--- config.mk ---
export PLATFORM = sky130hd
export DESIGN_NAME = button_pulser
export DESIGN_NICKNAME = d
export VERILOG_FILES = /design/src/rtl/button_pulser.sv
export SDC_FILE = /design/constraint.sdc
export NUM_CORES = 1
export LEC_CHECK = 0
export CAP_MARGIN = 30
export CELL_PAD_IN_SITES_DETAIL_PLACEMENT = 1
export CELL_PAD_IN_SITES_GLOBAL_PLACEMENT = 2
export CORE_MARGIN = 8
export CORE_UTILIZATION = 39
export CTS_BUF_LIST = sky130_fd_sc_hd__clkbuf_8
export DETAILED_ROUTE_END_ITERATION = 16
export MAX_ROUTING_LAYER = met4
export PLACE_DENSITY_LB_ADDON = 0.1
export SLEW_MARGIN = 10
export SYNTH_ARGS = -nofsm -noshare
export SYNTH_HDL_FRONTEND = slang
export SYNTH_SLANG_ARGS = --single-unit
--- constraint.sdc ---
create_clock -name clk -period 5.79 [get_ports clk]
set_input_delay 0.8685 -clock clk [delete_from_list [all_inputs] [get_ports clk]]
set_output_delay 0.8685 -clock clk [all_outputs]
set_load 0.01 [all_outputs]
--- src/rtl/button_pulser.sv ---
// Debounces a raw push-button and emits one fixed-width pclk pulse per accepted press.
// A held button produces exactly one pulse; a new pulse needs a debounced release first.
module button_pulser #(
   parameter logic [15:0] DEBOUNCE_CYCLES = 16'd50000,
   parameter logic [15:0] PULSE_CYCLES    = 16'd4
) (
   input  logic       clk,
   input  logic       rst,
   input  logic       uclk,
   output logic       pclk,
   output logic       busy,
   output logic [7:0] press_count
);

   typedef enum logic [2:0] {
      IDLE    = 3'd0,
      ARMING  = 3'd1,
      PULSE   = 3'd2,
      HOLD    = 3'd3,
      RELEASE = 3'd4
   } state_t;

   logic        s1_q, s2_q;
   state_t      state_q, state_d;
   logic [15:0] cnt_q, cnt_d;
   logic        pclk_q, pclk_d;
   logic [7:0]  count_q, count_d;

   // NOTE: every flop uses <= so all registers see pre-edge values, matching the hardware.
   always_ff @(posedge clk) begin
      if (rst) begin
         s1_q    <= 1'b0;
         s2_q    <= 1'b0;
         state_q <= IDLE;
         cnt_q   <= 16'd0;
         pclk_q  <= 1'b0;
         count_q <= 8'd0;
      end else begin
         s1_q    <= uclk;
         s2_q    <= s1_q;
         state_q <= state_d;
         cnt_q   <= cnt_d;
         pclk_q  <= pclk_d;
         count_q <= count_d;
      end
   end

   // NOTE: defaults come first so every path assigns every output and no latch is inferred.
   always_comb begin
      state_d = state_q;
      cnt_d   = cnt_q;
      unique case (state_q)
         IDLE: begin
            if (s2_q) begin
               state_d = ARMING;
               cnt_d   = 16'd1;
            end
         end
         ARMING: begin
            if (!s2_q) begin
               state_d = IDLE;
            end else if (cnt_q == DEBOUNCE_CYCLES) begin
               state_d = PULSE;
               cnt_d   = 16'd1;
            end else begin
               cnt_d = cnt_q + 16'd1;
            end
         end
         PULSE: begin
            if (cnt_q == PULSE_CYCLES) begin
               state_d = HOLD;
            end else begin
               cnt_d = cnt_q + 16'd1;
            end
         end
         HOLD: begin
            if (!s2_q) begin
               state_d = RELEASE;
               cnt_d   = 16'd1;
            end
         end
         RELEASE: begin
            if (s2_q) begin
               state_d = HOLD;
            end else if (cnt_q == DEBOUNCE_CYCLES) begin
               state_d = IDLE;
            end else begin
               cnt_d = cnt_q + 16'd1;
            end
         end
         default: begin
            state_d = IDLE;
            cnt_d   = 16'd0;
         end
      endcase
   end

   // pclk is a flop copy of "next state is PULSE", so it is high exactly while state_q is PULSE.
   always_comb begin
      pclk_d  = (state_d == PULSE);
      count_d = count_q;
      if (state_d == PULSE && state_q != PULSE) begin
         count_d = count_q + 8'd1;
      end
   end

   assign pclk        = pclk_q;
   assign busy        = (state_q != IDLE);
   assign press_count = count_q;

endmodule

# Yosys cells after proc, flatten, opt, wreduce, memory -nomap -nowiden
# Index checks and enable logic that the tools add are counted.
# word_totals
register_bits	30
in_bits	3
word_cells	42
# classes
add_sub_neg	2
n_eq_ne	14
muxes	16
n_reduce_logical	4
# op_table
op	count
2-to-1 mux 16 bit	7
one-hot mux 16 bit (5 select lines)	1
2-to-1 mux 3 bit	7
adder 16 x 1 -> 16 bit (second input constant)	1
== test 16 bit (second input constant)	1
== test 16 x 3 -> 1 bit (second input constant)	1
one-hot mux 3 bit (5 select lines)	1
inequality test 2 bit (second input constant)	6
== test 3 x 2 -> 1 bit (second input constant)	3
adder 8 x 1 -> 8 bit (second input constant)	1
AND reduction 6 bit	1
== test 3 x 1 -> 1 bit (second input constant)	1
== test 3 bit (second input constant)	1
logical NOT 3 bit	1
inequality test 3 x 2 -> 1 bit (second input constant)	1
nonzero test 3 bit	1
logical AND 1 bit	1

# Depth between registers and ports, before layout
# depth
word_depth	6
depth_mapped	8
ltp_nobuf	7

# Least setup slack after synthesis
# OpenSTA, ideal clock, no wires.
# synth_path
path_type	flip-flop to flip-flop
startpoint	reg cnt_q[0]
endpoint	reg cnt_q[11]
setup_ns	0.070
arrival_time_ns	1.943
t_required_ns	5.720
setup_slack_ns	3.777
stages_incl_launch_ff	9
n_path_buf	1
synth_period_minus_slack_ns	2.013
path_cell_list	dfxtp_1 > inv_1 > ha_1 > nor4b_2 > and4_4 > o311a_4 > buf_6 > or4_1 > a21oi_1
# synth_via
elab_chain_cells	4
# synth_rtl
item	line	rtl
start, declared	25	logic [15:0] cnt_q, cnt_d;
start signal, assigned	42	cnt_q <= cnt_d;
adder 16 x 1 -> 16 bit or == test 16 bit (tied branches)	-	
2-to-1 mux 16 bit (on tied branches)	85, 62	
2-to-1 mux 16 bit (on tied branches)	83, 60	
one-hot mux 16 bit (5 select lines)	52	unique case (state_q)
# Parallel ways exist; a longest one is shown, timed or not. The select of a mux whose other input is x is not followed.
# A chain may end at the register's enable or synchronous reset.

# Worst setup path in the final report
# layout_path
startpoint	reg state_q[2]
endpoint	out busy
# layout_via
elab_chain_cells	1
# layout_rtl
item	line	rtl
start, declared	24	state_t state_q, state_d;
start signal, assigned	41	state_q <= state_d;
nonzero test 3 bit	108	assign busy = (state_q != IDLE);
end, declared	11	output logic busy,
# Every way passes these cells.

==> out/summary.json <==
{
  "synthDistinctLibCells": 47,
  "clock_sinks": 30,
  "synth_area_per_cell_sq_um": 8.42,
  "detailedRoute.firstPassIterationCount": 4,
  "critPathCaptureType": "primary output",
  "synth-warning-count": 0,
  "clk_latency_ns": 0.28,
  "finalInstanceArea_sq_mm": 0.00189,
  "cts_resized": 0,
  "timing.critical_path.from_type": "flop",
  "vias": 1586,
  "final_replace_weighted_congestion": 0.858,
  "cp_max_fo": 11,
  "most_common_cell_after_layout_fill_and_taps_aside": "sky130_fd_sc_hd__dfxtp_1",
  "wire_length_of_the_first_global_routing_pass_microns": 7410,
  "maxCapViolCount": 0,
  "detailedRoute.firstIterationViolations": 118,
  "clock_tree.root_cell": "sky130_fd_sc_hd__clkbuf_8",
  "die_y_microns": 81.4,
  "synth_area_sq_mm": 0.00167,
  "critical-path-max-stage-delay_ns": 0.56,
  "transition_at_the_pin_with_the_smallest_max_transition_slack_ns": 0.575,
  "cts.repair_timing.setup_buffer_count": 0,
  "core_region_area_sq_mm": 0.00406,
  "ir_worst_vdd_mv": 0.133,
  "h_tree_lvls": 2,
  "rows": 23,
  "groute.usage.overall": 0.147,
  "post-place-cells": 249,
  "hold_viol": 0,
  "post_synth_inst_count": 198,
  "initial_antenna_violation_count": 0,
  "tritoncts": "yes",
  "tns_ns": 0,
  "drt.antenna.violating_nets": 0,
  "layout_common_cells": "30 x sky130_fd_sc_hd__dfxtp_1, 21 x sky130_fd_sc_hd__a21oi_1, 12 x sky130_fd_sc_hd__nand2_1, 12 x sky130_fd_sc_hd__nand4_1, 12 x sky130_fd_sc_hd__clkdlybuf4s50_1",
  "route.final.wire_length_microns": 4450,
  "dieArea_sq_mm": 0.00662,
  "grt_max_degree": 33,
  "route.detailed.drc": 0,
  "timing.critical_path.slowest_stage_cell": "sky130_fd_sc_hd__dfxtp_1",
  "synth.ff_latch_count": 30,
  "finClkSkew_ns": 0.00412,
  "stdcell_count": 258,
  "initial_core_utilization": 0.411,
  "unrepaired_setup_endpoints_after_global_routing": "false",
  "leakage_nw": 0.613,
  "max_freq_mhz": 389,
  "first_global_vias": 1522,
  "synth.net_count": 204,
  "final.fill_count": 495,
  "cp.arrival_ns": 1.70,
  "layout-area-overhead-vs-synth_pct": 13.5,
  "synth-main-ff-cell": "sky130_fd_sc_hd__dfxtp_1",
  "chipWidth_microns": 81.4,
  "nets": 213,
  "period_share": 0.444,
  "power_density_mw_per_mm2": 209,
  "number_of_flops_mapped_to_enable_cells_by_yosys": 0,
  "critical_path_class": "reg -> out",
  "hpwl_microns": 3240,
  "timing.critical_path.cells": "inv_1 > nand2_1 > clkdlybuf4s50_1",
  "slew_headroom": 0.616,
  "crit_required_ns": 4.92,
  "drv_slew": 0,
  "result_of_the_run": "complete, no violations",
  "max-clock-path-buffers": 2,
  "setup-violations-final": 0,
  "clkTransAtPathRegs_ns": 0.06,
  "asyncSetResetFlopFracSynth": 0,
  "cts_hold_buffers": 0,
  "period_needed_ns": 2.57,
  "detail_route.wl_per_cell_microns": 17.2,
  "synth_sequential_area_ratio": 0.360,
  "design.portCount": 13,
  "hp-class": "reg -> reg",
  "grt_overflow_total": 0,
  "portBuffers": 12,
  "tritoncts.num_buffers": 5,
  "routed_via_density": 6.15,
  "insertedDiodeCount": 0,
  "cell_area_placed_sq_mm": 0.00179,
  "final_layout_size_suffix_gt1_frac": 0.0962
}
## logic make-up after synthesis
logic type	count (synthesis)	share of synthesized area
AO/OA/AOI/OAI	53	0.207
XOR/XNOR	5	0.0263
adder cells (fa/ha/maj)	3	0.0225
buffers and inverters	20	0.0571
flip-flops	30	0.360
multiplexers	1	0.00601
AND/OR/NAND/NOR	86	0.321
## worst max-delay path: cells and delay by family, from the launching register on
family | cells | cell delay [ns]
buf+inv | 2 | 0.75
flops | 1 | 0.56
simple gates | 1 | 0.11
## synth_stat cells (all sizes together) (4+ instances only)
| master | instances | area share |
|---|---|---|
| nor2 | 8 | 0.020 |
| or4 | 10 | 0.045 |
| and3 | 6 | 0.023 |
| a21oi | 21 | 0.063 |
| inv | 9 | 0.020 |
| nand3 | 8 | 0.024 |
| nand4 | 13 | 0.053 |
| o31ai | 10 | 0.045 |
| buf | 7 | 0.028 |
| o21ai | 10 | 0.030 |
| dfxtp | 30 | 0.36 |
| or3 | 9 | 0.034 |
| clkbuf | 4 | 0.0090 |
| nand2 | 12 | 0.027 |
## path summary, 6_finish.rpt
path              slack (ns)  depth (start not counted)  endpoint       start
setup / recovery        3.22                          3      busy  state_q[2]
hold / removal          0.45                          1      s2_q        s1_q
setup reg to reg        3.41                          8  cnt_q[3]    cnt_q[0]
hold reg to reg         0.45                          1      s2_q        s1_q
## where the power goes
| group | leakage, nW | switching (W) | internal (W) | total [W] |
|---|---|---|---|---|
| Clock | 0.0524 | 0.0000777 | 0.0000940 | 0.000172 |
| Combinational | 0.318 | 0.00000929 | 0.00000585 | 0.0000151 |
| Sequential | 0.242 | 0.00000167 | 0.000208 | 0.000209 |
## area by class of cell
cell class	count	area (sq um)	area share
multi-input combinational	148	976	0.516
sequential	30	601	0.317
timing repair buffer	13	128	0.0675
clock buffer	6	82.6	0.0437
tap	50	62.6	0.0331
inverter	9	33.8	0.0179
clock inverter	2	8.76	0.00463
## stage by stage
stage	utilization	setup slack, ns	total power [W]	hold slack, ns
3_3_place_gp	0.442	3.31	0.000228	0.419
5_1_grt	0.466	3.08	0.000415	0.468
2_1_floorplan	-	3.78	0.000224	0.414
3_5_place_dp	0.442	3.15	0.000228	0.434
4_1_cts	0.464	3.13	0.000402	0.450
6_report	0.466	3.22	0.000396	0.445
## routing by layer
metal,vias up,global-route usage,wire (microns)
met3,9,0.0419,210
met5,-,-,0
li1,768,-,-
met2,34,0.227,2070
met4,0,0.0536,64
met1,775,0.179,2100
## sequential cells by signal, indices dropped and copies added (netlist names)
name	count
pclk	1
s1_q	1
cnt_q	16
s2_q	1
state_q	3
press_count	8
(Power assumes the default switching activity.)
